### config.mk
export PLATFORM = sky130hd
export DESIGN_NAME = reg_bank_arbiter
export DESIGN_NICKNAME = d
export VERILOG_FILES = /design/src/rtl/reg_bank_arbiter_pkg.sv /design/src/rtl/reg_bank_storage.sv /design/src/rtl/reg_bank_arbiter.sv
export SDC_FILE = /design/constraint.sdc
export NUM_CORES = 1
export LEC_CHECK = 0
export ABC_AREA = 0
export CAP_MARGIN = 20
export CORE_AREA = 2 2 84 66
export DETAILED_ROUTE_END_ITERATION = 6
export DIE_AREA = 0 0 86 68
export PLACE_DENSITY = 0.79
export SYNTH_ARGS = -nofsm -noshare
export SYNTH_HDL_FRONTEND = slang
export SYNTH_SLANG_ARGS = --single-unit
### constraint.sdc
create_clock -name clock -period 6.74 [get_ports clock]
set_input_delay 1.348 -clock clock [delete_from_list [all_inputs] [get_ports clock]]
set_output_delay 1.348 -clock clock [all_outputs]
set_load 0.05 [all_outputs]
### src/rtl/reg_bank_arbiter_pkg.sv
`default_nettype none
// reg_bank_arbiter_pkg: shared types and constants for the two-requester register bank.
// Rev 1.0
package reg_bank_arbiter_pkg;

  localparam int REGCOUNT_DEFAULT = 4;
  localparam int ADDR_W           = 5;
  localparam int DATA_W           = 8;

  typedef enum logic [1:0] {
    IDLE        = 2'd0,
    ACCESS_I2C  = 2'd1,
    ACCESS_HOST = 2'd2
  } arb_state_e;

  typedef enum logic {
    REQ_I2C  = 1'b0,
    REQ_HOST = 1'b1
  } req_id_e;

  typedef struct packed {
    logic              we;
    logic [ADDR_W-1:0] addr;
    logic [DATA_W-1:0] wdata;
  } cmd_t;

  function automatic logic addr_in_range(input logic [ADDR_W-1:0] addr, input int regcount);
    return (int'(addr) < regcount);
  endfunction

endpackage
`default_nettype wire

### src/rtl/reg_bank_storage.sv
`default_nettype none
// reg_bank_storage: REGCOUNT x 8-bit register file, one shared read/write index, packed view.
// Rev 1.0
module reg_bank_storage
  import reg_bank_arbiter_pkg::*;
#(
  parameter int REGCOUNT = REGCOUNT_DEFAULT
) (
  input  logic                  clock,
  input  logic                  reset_n,
  input  logic                  we_i,
  input  logic [ADDR_W-1:0]     addr_i,
  input  logic [DATA_W-1:0]     wdata_i,
  output logic [DATA_W-1:0]     rdata_o,
  output logic [8*REGCOUNT-1:0] registers_packed_o
);

  logic [DATA_W-1:0] mem_q [REGCOUNT];

  for (genvar k = 0; k < REGCOUNT; k++) begin : g_reg
    always_ff @(posedge clock or negedge reset_n) begin
      if (!reset_n) begin
        mem_q[k] <= '0;
      end else if (we_i && (addr_i == ADDR_W'(k))) begin
        mem_q[k] <= wdata_i;
      end
    end

    assign registers_packed_o[8*k +: 8] = mem_q[k];
  end

  // Indices with no backing register read as zero.
  always_comb begin
    rdata_o = '0;
    for (int k = 0; k < REGCOUNT; k++) begin
      if (addr_i == ADDR_W'(k)) begin
        rdata_o = mem_q[k];
      end
    end
  end

endmodule
`default_nettype wire

### src/rtl/reg_bank_arbiter.sv
`default_nettype none
// reg_bank_arbiter: round-robin arbitration of I2C and host accesses to a shared register bank.
// Rev 1.0
module reg_bank_arbiter
  import reg_bank_arbiter_pkg::*;
#(
  parameter int REGCOUNT = REGCOUNT_DEFAULT
) (
  input  logic                  clock,
  input  logic                  reset_n,
  input  logic                  i2c_req,
  input  logic                  i2c_we,
  input  logic [ADDR_W-1:0]     i2c_addr,
  input  logic [DATA_W-1:0]     i2c_wdata,
  input  logic                  host_req,
  input  logic                  host_we,
  input  logic [ADDR_W-1:0]     host_addr,
  input  logic [DATA_W-1:0]     host_wdata,
  output logic                  i2c_ack,
  output logic                  host_ack,
  output logic [DATA_W-1:0]     rdata,
  output logic                  err,
  output logic [8*REGCOUNT-1:0] registers_packed
);

  arb_state_e        state_q, state_d;
  req_id_e           last_q, last_d;
  cmd_t              cmd_q, cmd_d;
  logic              in_range;
  logic              wr_en;
  logic [DATA_W-1:0] stor_rdata;

  always_ff @(posedge clock or negedge reset_n) begin
    if (!reset_n) begin
      state_q <= IDLE;
      last_q  <= REQ_HOST;
      cmd_q   <= '0;
    end else begin
      state_q <= state_d;
      last_q  <= last_d;
      cmd_q   <= cmd_d;
    end
  end

  // A tie goes to whichever requester was not granted last.
  always_comb begin
    state_d = state_q;
    last_d  = last_q;
    cmd_d   = cmd_q;
    case (state_q)
      IDLE: begin
        if (i2c_req && (!host_req || (last_q == REQ_HOST))) begin
          state_d     = ACCESS_I2C;
          last_d      = REQ_I2C;
          cmd_d.we    = i2c_we;
          cmd_d.addr  = i2c_addr;
          cmd_d.wdata = i2c_wdata;
        end else if (host_req) begin
          state_d     = ACCESS_HOST;
          last_d      = REQ_HOST;
          cmd_d.we    = host_we;
          cmd_d.addr  = host_addr;
          cmd_d.wdata = host_wdata;
        end
      end
      ACCESS_I2C, ACCESS_HOST: state_d = IDLE;
      default:                 state_d = IDLE;
    endcase
  end

  assign in_range = addr_in_range(cmd_q.addr, REGCOUNT);

  // rdata comes from the pre-edge register contents, so a write returns the old value.
  always_comb begin
    i2c_ack  = 1'b0;
    host_ack = 1'b0;
    err      = 1'b0;
    rdata    = '0;
    wr_en    = 1'b0;
    if ((state_q == ACCESS_I2C) || (state_q == ACCESS_HOST)) begin
      i2c_ack  = (state_q == ACCESS_I2C);
      host_ack = (state_q == ACCESS_HOST);
      err      = !in_range;
      rdata    = in_range ? stor_rdata : '0;
      wr_en    = cmd_q.we && in_range;
    end
  end

  reg_bank_storage #(
    .REGCOUNT(REGCOUNT)
  ) u_storage (
    .clock              (clock),
    .reset_n            (reset_n),
    .we_i               (wr_en),
    .addr_i             (cmd_q.addr),
    .wdata_i            (cmd_q.wdata),
    .rdata_o            (stor_rdata),
    .registers_packed_o (registers_packed)
  );

endmodule
`default_nettype wire

# == Word-level counts from Yosys, hierarchy flattened ==
# Cells that the tools add are included.
# op_classes
n_lt_le_gt_ge,1
eq_ne,6
n_mux,17
n_reduce_logical,14
# ops
op,n
$mux 8,6
$mux 14,2
$eq 5x2->1 const B,2
$logic_and 1x1->1,6
$mux 1,6
$mux 2,3
$eq 5x1->1 const B,1
$logic_not 5->1,1
$lt 5x3->1 const B,1
$ne 3x3->1 const B,1
$eq 2x1->1 const B,1
$eq 2x2->1 const B,1
$logic_not 1->1,2
$logic_not 2->1,1
$logic_or 1x1->1,2
$reduce_and 2->1,1
$reduce_bool 2->1,1
# totals
ff_bits,49
in_bits,32
output_inout_bits,43
wordCells,47

# == Longest topological paths before layout ==
# Gate-level depths: netlist of the first run.
# logic_depth
ltp_word,7
mapped_depth,6

# == Modules after synthesis ==
# Synthesis of the first run repeated with hierarchy kept, for this count alone.
# unflattened
cells_unflattened,193
hier_area_um2,2464.9
# modules_own_cells
mod,n_inst,cells_each,area_per_inst_um2,seq_area_each_um2
reg_bank_storage,1,111,1545.2,800.8
reg_bank_arbiter,1,82,919.6,426.7

# == Worst setup path after synthesis of the first run ==
# OpenSTA, ideal clock, no wires.
# synth_path
path_type,register to output
from,reg state_q[0]
to,out rdata[0]
t_arrival_ns,2.046
required_time_ns,5.392
path_slack_ns,3.345
stages_incl_launch_ff,6
path_buffers,1
cell_sequence,dfrtp_1 -> inv_1 -> ha_1 -> or4b_4 -> clkbuf_1 -> nor2_1
# synth_via
elab_chain_cells,3
word_cells_on_any_way,4
cone_classes,2 x eq/ne; 1 x mux; 1 x reduce/logical
# synth_lines
item,line_no,text
start: declaration,reg_bank_arbiter.sv:26,"arb_state_e state_q, state_d;"
start signal: assignment,reg_bank_arbiter.sv:39,state_q <= state_d;
$eq 2x1->1 or $eq 2x2->1 (tied branches),reg_bank_arbiter.sv:80,if ((state_q == ACCESS_I2C) || (state_q == ACCESS_HOST)) begin
$logic_or 1x1->1 *,reg_bank_arbiter.sv:80,
$mux 8 *,reg_bank_arbiter.sv:80,
end: declaration,reg_bank_arbiter.sv:21,"output logic [DATA_W-1:0] rdata,"
# Mark *: on every way between the ends. The rest lies on a longest branch, timed or not.

# == Final worst setup path of the first run ==
# layout_path
from,reg cmd_q[9] (netlist bit)
to,out rdata[6]
# layout_via
elab_chain_cells,7
word_cells_on_any_way,11
cone_classes,1 x order compare; 3 x eq/ne; 6 x mux; 1 x reduce/logical
# layout_lines
item,line_no,text
start: declaration,reg_bank_arbiter.sv:28,"cmd_t cmd_q, cmd_d;"
start signal: assignment,reg_bank_arbiter.sv:41,cmd_q <= cmd_d;
$logic_not 5->1,reg_bank_storage.sv:36,if (addr_i == ADDR_W'(k)) begin
$mux 8 (4 in a row),reg_bank_storage.sv:36,
$mux 8 *,reg_bank_arbiter.sv:84,rdata = in_range ? stor_rdata : '0;
$mux 8 *,reg_bank_arbiter.sv:80,
# Marks and branches as above.

==> results by group, run 1 <==
Pwr
  – VDD IR-drop max: 250 µV
  – Pwr per Cell Area: between 500 and 600 nW/µm²
  – Switching Power: a little over 800 µW
  – Leak Pwr: between 1 and 1.5 nW
  – Int Pwr: a little under 900 µW
  – Total Power: about 1.7 mW
  – Clock power frac: between 10% and 20%
  – Comb power frac: around 55%
  – Switching Share: between 40% and 50%
  – Seq pwr share: 34.5%

STA
  – Final count of hold timing violations: 0
  – Final Cycle Share: between 60% and 70%
  – Peak Freq: ~240 MHz
  – Endpoints failing setup: 0
  – Final TNS setup: 0 ns
  – Least-Margin Pin Slew: just under 0.9 ns
  – RSZ-0062 raised after global routing: false
  – Max-slew violations: 0
  – Rel. slew slack: 42.2%
  – Post-Route Skew: 0.00978 ns
  – Minimum clock period: between 4 and 5 ns

Die
  – DIE AREA: about 6000 µm²
  – DIE HEIGHT: roughly 68 µm
  – Initial core utilization: a little under half
  – Top Ports: 75
  – Core ar.: 5090 µm²
  – Die extent in x: about 86 µm
  – # rows: 23

Final layout
  – Commonest cells after routing, fill and taps aside: clkdlybuf4s50_1 (73), dfrtp_1 (48), mux2_2 (40), nor2_1 (23), o21ai_0 (16)
  – Non-Filler Instances: 340
  – Area Overhead vs Synth: 36.1%
  – Ratio of cells with drive above 1 in the final layout: between 20% and 30%
  – Diodes inserted: 0
  – Final nets: 313
  – Final core occ: about 64%
  – Multi-input gate area: 1110 µm²
  – Fill count: roughly 420
  – Commonest non-fill, non-tap cell in the layout: clkdlybuf4s50_1
  – Register area: roughly 1200 µm²

Clock network
  – Clk sinks: 49
  – Cts bufs inserted: 5
  – H-tree levels: 2
  – Clk root buf: clkbuf_8
  – CTS Buffer Depth: 2
  – Hold Buf Count CTS: 0
  – Post-CTS Setup Bufs: 0
  – Clock-pin slew on the worst setup and hold paths: ~0.08 ns
  – Clk_lat worst skew: 0.30 ns
  – Post_cts resized: 0
  – CTS tree: yes

Placement
  – Placed cells: approximately 330
  – Port bufs: 74
  – Dpl hpwl: 4.09 mm
  – Final GP Congestion: slightly below 0.8

Synthesis
  – Cells after Synth: 209
  – Cell variety after synth: 25
  – Register area share after synthesis: between 50 and 60%
  – Mapped Area: approximately 2400 µm²
  – Synthesized Nets: 244
  – Yosys warns: 0
  – Synthesized flop and latch total: 49
  – Top_reg_cell synth: dfrtp_1
  – Synth area leader: dfrtp_1
  – Syn_area_per_cell: between 10 and 15 µm²
  – Fraction of registers with async set/reset: 100%
  – Post-synth top area share: between 40% and 50%
  – EDFF count, synth: 0
  – Largest cells by area after synthesis: dfrtp_1 (50%), mux2_2 (19%), mux2_4 (5.0%)

Global route
  – Grt ovf: 0
  – Total GRT Usage: ~22%
  – Initial antenna violation count: 0
  – Vias in the first global route: roughly 1,900
  – Largest net degree at the start of global routing: 50
  – First-pass GRT wire length: 9.74 mm

Run
  – Max Cap Viol: 0

Worst setup path
  – Crit Path Class: reg -> out
  – Critical Path End Type: primary output
  – Critical path arrival: between 2 and 3 ns
  – Critical path data required time: 5.39 ns
  – Critical-path maximum fanout: 14
  – Startpoint types: flip-flop

Drt
  – Via count: approximately 1,900
  – Initial DRC count: about 140
  – Drt total wl: a little under 6 mm
  – Post-DR wirelength/cell: 17.5 µm
  – DRT antenna net count: 0
  – Via density: around 5.7
  – TritonRoute pass-1 iters: 4
  – Post-route DRC: 0

Run status
  – Status: complete, no violations

Hold path
  – Hold WC Path Type: reg -> reg
==> state kept, by name, summed over array words and instances (netlist names) <==
| name | cells |
|---|---|
| state_q | 2 |
| u_storage.registers_packed_o | 32 |
| last_q | 1 |
| cmd_q | 14 |
==> per-stage QoR <==
step           area (µm²)  hold slack [ns]  setup WS, ns
2_1_floorplan        2410            0.486          3.35
3_3_place_gp         3170            0.496          2.95
3_5_place_dp         3170            0.508          2.93
4_1_cts              3260            0.520          2.59
5_1_grt              3280            0.558          2.48
6_report             3280            0.523          2.59
==> cell families (layout without fill, tap and decap cells) <==
family	Yosys count	in the layout	share of synthesized area, %
buffers and inverters	17	86	2.96
and+or+nand+nor	35	35	7.53
muxes	48	48	23.7
DFF	49	49	50.9
adders and majority gates	3	3	1.56
AOI/OAI and AO/OA	57	57	13.3
==> layer usage <==
layer  share of wire (%)  wire length [µm]  GRT usage (%)
met5                   0                 0              0
met4                0.87                52           7.34
met3                 7.3               436           6.03
met2                  46              2720           34.3
met1                  46              2760           30.3
==> worst paths after layout <==
kind,slack (ns),to,start,cells after the start
setup / recovery,2.59,rdata[6],cmd_q[9],4
hold / removal,0.52,last_q,last_q,2
setup reg to reg,4.22,u_storage.registers_packed_o[10],state_q[0],5
hold reg to reg,0.52,last_q,last_q,2
max in group asynchronous,5.28,last_q,reset_n,2
min in group asynchronous,0.91,cmd_q[1],reset_n,1
==> worst max-delay path, stage by stage (launching register included) <==
cell and delay (ns):
dfrtp_1 0.69, or4b_2 0.80, o22ai_1 0.23, nor2_1 0.08, clkdlybuf4s50_1 0.70
==> power by group through the flow <==
stage | Clock, mW | Sequential (mW) | Combinational (mW)
floorplan | 0 | 0.806 | 0.400
global placement | 0 | 0.578 | 0.916
detailed placement | 0 | 0.587 | 0.929
CTS | 0.180 | 0.581 | 0.931
global route | 0.193 | 0.606 | 0.995
finish | 0.178 | 0.583 | 0.931
==> cell usage after synthesis (2+ instances only) <==
library cell and count:
clkbuf_1 13, o22ai_1 9, nor2_2 2, a21oi_1 15
nor2_1 23, ha_1 3, a31oi_1 15, or4b_4 2
mux2_2 40, inv_1 3, o21ai_0 16, dfrtp_1 48
mux2_4 8
==> layout make-up <==
class / instances / area share [%]
clock inverters: 1 / 0.229
clock buffers: 6 / 2.52
multi-input cells: 143 / 33.9
inverters: 3 / 0.343
well taps: 62 / 2.36
flip-flops and latches: 49 / 37.4
repair buffers: 76 / 23.3
Power figures use the tool's default switching activity.
==> run 2: changes to the inputs <==
--- a/config.mk
+++ b/config.mk
@@ -7,10 +7,10 @@
 export LEC_CHECK = 0
 export ABC_AREA = 0
 export CAP_MARGIN = 20
-export CORE_AREA = 2 2 84 66
+export CORE_AREA = 2 2 91 71
 export DETAILED_ROUTE_END_ITERATION = 6
-export DIE_AREA = 0 0 86 68
-export PLACE_DENSITY = 0.79
+export DIE_AREA = 0 0 93 73
+export PLACE_DENSITY = 0.72
 export SYNTH_ARGS = -nofsm -noshare
 export SYNTH_HDL_FRONTEND = slang
 export SYNTH_SLANG_ARGS = --single-unit
==> constraint.sdc (replaced) <==
create_clock -name clock -period 3.3 [get_ports clock]
set_input_delay 0.66 -clock clock [delete_from_list [all_inputs] [get_ports clock]]
set_output_delay 0.66 -clock clock [all_outputs]
set_load 0.05 [all_outputs]
==> results by group, run 2 (synthesis gave the netlist of run 1 again) <==
Final layout
  – Diodes inserted: 0 (unchanged)
  – Commonest non-fill, non-tap cell in the layout: clkdlybuf4s50_1
  – Max reg flops: 32 (unchanged)
  – Commonest cells after routing, fill and taps aside: clkdlybuf4s50_1 (69), dfrtp_1 (48), mux2_2 (40), nor2_1 (23), o21ai_0 (16)
  – Area Overhead vs Synth: 39.4%
  – Final core occ: 55.9% (-8.5 points)
  – Final nets: 315 (+0.64%)
  – Fill count: 546 (+31%)
  – Ratio of cells with drive above 1 in the final layout: 24.2% (+0.82 points)

Run status
  – Status: complete, no violations

STA
  – RSZ-0062 raised after global routing: false
  – Final hold slack: 0.181 ns (-0.341 ns)
  – Final count of hold timing violations: 0 (unchanged)
  – Post-Route Skew: 0.0113 ns (+0.00150 ns)
  – Rel. slew slack: 41.0% (-1.2 points)
  – Least-Margin Pin Slew: 0.883 ns (+0.0177 ns)
  – Endpoints failing setup: 0 (unchanged)
  – Final TNS setup: 0 ns (unchanged)
  – Max-slew violations: 0 (unchanged)
  – Final Cycle Share: 98.0%
  – Minimum clock period: between 3 and 4 ns
  – Peak Freq: between 300 and 400 MHz

Drt
  – TritonRoute pass-1 iters: 4 (unchanged)
  – Post-DR wirelength/cell: 16.2 µm (-7.4%)
  – Via count: 1,935 (-0.052%)
  – Initial DRC count: 81 (-41%)
  – DRT antenna net count: 0 (unchanged)
  – Drt total wl: 5.88 mm (-1.4%)
  – Via density: 5.35 (-6.1%)
  – Post-route DRC: 0 (unchanged)

Placement
  – Dpl hpwl: 4.27 mm (+4.5%)
  – Port bufs: 74 (unchanged)
  – Final GP Congestion: 0.787 (+1.6%)

Die
  – Top Ports: 75 (unchanged)
  – # rows: 25 (+8.7%)
  – Core ar.: 6010 µm² (+18%)
  – Initial core utilization: 40.1% (-7.2 points)
  – DIE HEIGHT: 73 µm (+7.4%)
  – Die extent in x: 93 µm (+8.1%)
  – DIE AREA: 6790 µm² (+16%)

Clock network
  – Clk_lat worst skew: 0.30 ns (about the same)
  – H-tree levels: 2 (unchanged)
  – CTS tree: yes
  – Clock-pin slew on the worst setup and hold paths: 0.09 ns (about the same)
  – Cts bufs inserted: 5 (unchanged)
  – Clk root buf: clkbuf_8
  – Post-CTS Setup Bufs: 0 (unchanged)
  – CTS Buffer Depth: 2 (unchanged)
  – Clk sinks: 49 (unchanged)
  – Hold Buf Count CTS: 0 (unchanged)

Worst setup path
  – Critical Path End Type: primary output
  – Critical-path maximum fanout: 12 (-2)
  – R2R Setup Slk: 0.86 ns (-3.36 ns)
  – Crit Path Class: reg -> out
  – Startpoint types: flip-flop
  – Critical path arrival: 2.57 ns (-0.23 ns)
  – Critical path data required time: 2.64 ns (-2.75 ns)

Global route
  – Grt ovf: 0 (unchanged)
  – GRT Max-Usage Layer: met2
  – Initial antenna violation count: 0 (unchanged)
  – Largest net degree at the start of global routing: 50 (unchanged)
  – Met1 usage: 25.9% (-4.3 points)
  – Vias in the first global route: 1,887 (-2.0%)
  – Total GRT Usage: 18.0% (-4.1 points)
  – Met3 Usage GRT: 3.62% (-2.4 points)
  – First-pass GRT wire length: 9.54 mm (-2.1%)
  – Met2 usage: 28.3% (-6.0 points)

Pwr
  – Pwr per Cell Area: 1060 nW/µm² (+110%)
  – VDD IR-drop max: 401 µV (+60%)
  – Leak Pwr: 1.51 nW (+6.9%)

Run
  – Max Cap Viol: 0 (unchanged)

Hold path
  – Hold WC Path Type: in -> async
run 2: cell count changes in the layout (fill, tap and decap cells not counted):
cell / delta
bufinv_16: +1
clkdlybuf4s50_1: -4
dlymetal6s2s_1: +4
buf_4: +2
run 2: layer usage:
metal,wire [µm],vias to the layer above
met4,43,0
met5,0,-
met2,2610,67
met3,300,7
met1,2930,953
li1,-,908
run 2: worst paths after layout:
kind,cells after the start,end,startpoint
hold / removal,1,u_storage.registers_packed_o[25],reset_n
setup / recovery,5,rdata[7],state_q[1]
hold reg to reg,2,last_q,last_q
min in group clock,2,last_q,last_q
max in group asynchronous,2,last_q,reset_n
setup reg to reg,5,u_storage.registers_packed_o[12],state_q[1]
run 2: area by class of cell:
type	instances	area (µm²)	area share, %
repair buffers	78	788	23.5
inverters	3	11.3	0.335
clock buffers	6	82.6	2.46
flip-flops and latches	49	1230	36.5
multi-input cells	143	1110	33.1
clock inverters	2	37.5	1.12
well taps	81	101	3.02
run 2: repair_timing:
action / CTS / global route
setup endpoints to repair: 0 / 4
resized for setup: 0 / 4
hold endpoints to repair: 0 / 0
run 2: metrics by stage:
step / total power [mW] / std cells / worst slack [ns] / cell area, µm²
3_5_place_dp: 3.12 / 353 / 0.366 / 3210
6_report: 3.55 / 362 / 0.0653 / 3360
3_3_place_gp: 3.08 / 353 / 0.409 / 3210
5_1_grt: 3.76 / 362 / 0.00821 / 3360
2_1_floorplan: 2.46 / 209 / 0.594 / 2410
4_1_cts: 3.57 / 361 / 0.0279 / 3330
run 2: power breakdown:
part / leakage (nW) / internal (mW) / switching, mW / total [mW]
registers: 0.627 / 0.873 / 0.301 / 1.17
logic: 0.827 / 0.783 / 1.15 / 1.94
clock network: 0.0574 / 0.246 / 0.195 / 0.441
run 2: worst max-delay path: stages (launching register included):
cell	delay [ns]
dfrtp_1	0.37
inv_1	0.07
ha_1	0.30
or4b_4	0.58
nor2_1	0.15
clkdlybuf4s50_1	0.80
==> run 3: changes to the inputs <==
--- a/config.mk
+++ b/config.mk
@@ -7,10 +7,11 @@
 export LEC_CHECK = 0
 export ABC_AREA = 0
 export CAP_MARGIN = 20
-export CORE_AREA = 2 2 91 71
+export CORE_AREA = 2 2 84 66
 export DETAILED_ROUTE_END_ITERATION = 6
-export DIE_AREA = 0 0 93 73
-export PLACE_DENSITY = 0.72
+export DIE_AREA = 0 0 86 68
+export PLACE_DENSITY = 0.88
+export RECOVER_POWER = 25
 export SYNTH_ARGS = -nofsm -noshare
 export SYNTH_HDL_FRONTEND = slang
 export SYNTH_SLANG_ARGS = --single-unit
==> constraint.sdc (replaced) <==
create_clock -name clock -period 3.75 [get_ports clock]
set_input_delay 0.75 -clock clock [delete_from_list [all_inputs] [get_ports clock]]
set_output_delay 0.75 -clock clock [all_outputs]
set_load 0.05 [all_outputs]
==> results by group, run 3 (synthesis gave the netlist of run 1 again) <==
Pwr
  – Seq pwr share: 32.1% (-1.0 points)
  – VDD IR-drop max: 561 µV (+40%)
  – Clock power frac: 14.4% (+2.0 points)
  – Int Pwr: 1.73 mW (-9.3%)
  – Comb power frac: 53.5% (-1.0 points)
  – Switching Power: 1.48 mW (-10%)
  – Switching Share: 46.2% (-0.24 points)
  – Pwr per Cell Area: 964 nW/µm² (-8.8%)
  – Leak Pwr: 1.44 nW (-4.9%)

Drt
  – Via density: 5.73 (+7.1%)
  – Initial DRC count: 180 (+120%)
  – Post-DR wirelength/cell: 18.3 µm (+13%)
  – Post-route DRC: 0 (unchanged)
  – TritonRoute pass-1 iters: 4 (unchanged)
  – Drt total wl: 6.28 mm (+6.8%)
  – DRT antenna net count: 0 (unchanged)
  – Via count: 1,964 (+1.5%)

Final layout
  – Post-route cell area: 3330 µm² (-1.0%)
  – Fill count: 401 (-27%)
  – Max reg flops: 32 (unchanged)
  – Commonest non-fill, non-tap cell in the layout: clkdlybuf4s50_1
  – Register area: 1230 µm² (unchanged)
  – Multi-input gate area: 1110 µm² (unchanged)
  – Diodes inserted: 0 (unchanged)
  – Ratio of cells with drive above 1 in the final layout: 23.5% (-0.71 points)
  – Final core occ: 65.3% (+9.4 points)
  – Final nets: 315 (unchanged)
  – Area Overhead vs Synth: 38.0%
  – Non-Filler Instances: 343 (-5.2%)
  – Commonest cells after routing, fill and taps aside: clkdlybuf4s50_1 (73), dfrtp_1 (48), mux2_2 (40), nor2_1 (23), o21ai_0 (16)

Run status
  – Status: complete, no violations

Run
  – Max Cap Viol: 0 (unchanged)

STA
  – Final Cycle Share: slightly above 90%
  – Peak Freq: ~290 MHz
  – RSZ-0062 raised after global routing: false
  – Least-Margin Pin Slew: 1.41 ns (+0.530 ns)
  – Minimum clock period: around 3.4 ns
  – Post-Route Skew: 0.0134 ns (+0.00214 ns)
  – Endpoints failing setup: 0 (unchanged)
  – Rel. slew slack: 5.78% (-35 points)
  – Max-slew violations: 0 (unchanged)
  – Final count of hold timing violations: 0 (unchanged)
  – Final TNS setup: 0 ns (unchanged)

Die
  – Initial core utilization: 47.3% (+7.2 points)
  – Core ar.: 5090 µm² (-15%)
  – # rows: 23 (-8.0%)
  – DIE HEIGHT: 68 µm (-6.8%)
  – DIE AREA: 5850 µm² (-14%)
  – Top Ports: 75 (unchanged)
  – Die extent in x: 86 µm (-7.5%)

Worst setup path
  – Crit Path Class: reg -> out
  – Critical path data required time: 3.00 ns (+0.36 ns)
  – Reg-to-Reg End: u_storage.registers_packed_o[14]
  – Critical path arrival: 2.65 ns (+0.08 ns)
  – RR Startpoint: state_q[0]
  – R2R Setup Slk: 1.19 ns (+0.33 ns)
  – Critical Path End Type: primary output
  – Startpoint types: flip-flop
  – Critical-path maximum fanout: 12 (unchanged)
  – R2R depth: 5 (unchanged)

Global route
  – Initial antenna violation count: 0 (unchanged)
  – Grt ovf: 0 (unchanged)
  – First-pass GRT wire length: 10.1 mm (+5.4%)
  – Total GRT Usage: 22.8% (+4.8 points)
  – Vias in the first global route: 1,960 (+3.9%)
  – Largest net degree at the start of global routing: 50 (unchanged)

Clock network
  – Post-CTS Setup Bufs: 0 (unchanged)
  – H-tree levels: 2 (unchanged)
  – Clk_lat worst skew: 0.32 ns (+0.02 ns)
  – CTS tree: yes
  – Post_cts resized: 0 (unchanged)
  – Clock-pin slew on the worst setup and hold paths: 0.08 ns (about the same)
  – Hold Buf Count CTS: 0 (unchanged)
  – CTS Buffer Depth: 2 (unchanged)
  – Cts bufs inserted: 5 (unchanged)
  – Clk sinks: 49 (unchanged)
  – Clk root buf: clkbuf_8

Placement
  – Placed cells: 334 (-5.4%)
  – Port bufs: 74 (unchanged)
  – Final GP Congestion: 0.784 (-0.28%)
  – Dpl cell area: 3190 µm² (-0.74%)
  – Dpl hpwl: 4.30 mm (+0.61%)

Hold path
  – Min-Delay Path Depth: 2
  – Hold_sp: last_q
  – Min-Delay Endpoint: last_q
  – Hold WC Path Type: reg -> reg
==> run 3: stage by stage <==
step / worst slack (ns) / total power [mW] / hold slack [ns]
floorplan: 0.954 / 2.17 / 0.454
global placement: 0.750 / 2.69 / 0.494
detailed placement: 0.691 / 2.74 / 0.498
CTS: 0.342 / 3.21 / 0.511
global route: 0.239 / 3.38 / 0.550
finish: 0.351 / 3.21 / 0.519
==> run 3: worst max path at each step <==
stage,cells after the start,start,endpoint
floorplan,5,state_q[0],rdata[0]
global placement,5,state_q[0],rdata[6]
detailed placement,5,state_q[0],rdata[1]
CTS,5,state_q[0],rdata[1]
global route,5,state_q[0],rdata[6]
finish,5,state_q[0],rdata[6]
==> run 3: area by class of cell <==
type,count,area share [%]
flip-flops and latches,49,36.9
multi-input cells,143,33.4
repair buffers,78,22.9
well taps,62,2.33
clock buffers,5,2.07
clock inverters,3,2.07
inverters,3,0.339
==> run 3: layer usage <==
metal,vias up,routed length [µm],track usage (%)
li1,909,-,-
met1,970,2700,30.3
met2,79,3070,36.3
met3,6,472,6.76
met4,0,45,7.14
met5,-,0,0
==> run 3: power groups by stage <==
stage,combinational (mW),clock (mW),sequential (mW)
2_1_floorplan,0.720,0,1.45
3_3_place_gp,1.68,0,1.01
3_5_place_dp,1.71,0,1.04
4_1_cts,1.72,0.466,1.03
5_1_grt,1.83,0.490,1.06
6_report,1.72,0.461,1.03
==> run 3: worst max-delay path, cell delays in order (launching register included) <==
cell and delay, ns:
dfrtp_1 0.37, inv_1 0.08, ha_1 0.29, or4b_4 0.58, nor2_1 0.19, clkdlybuf4s50_1 0.83
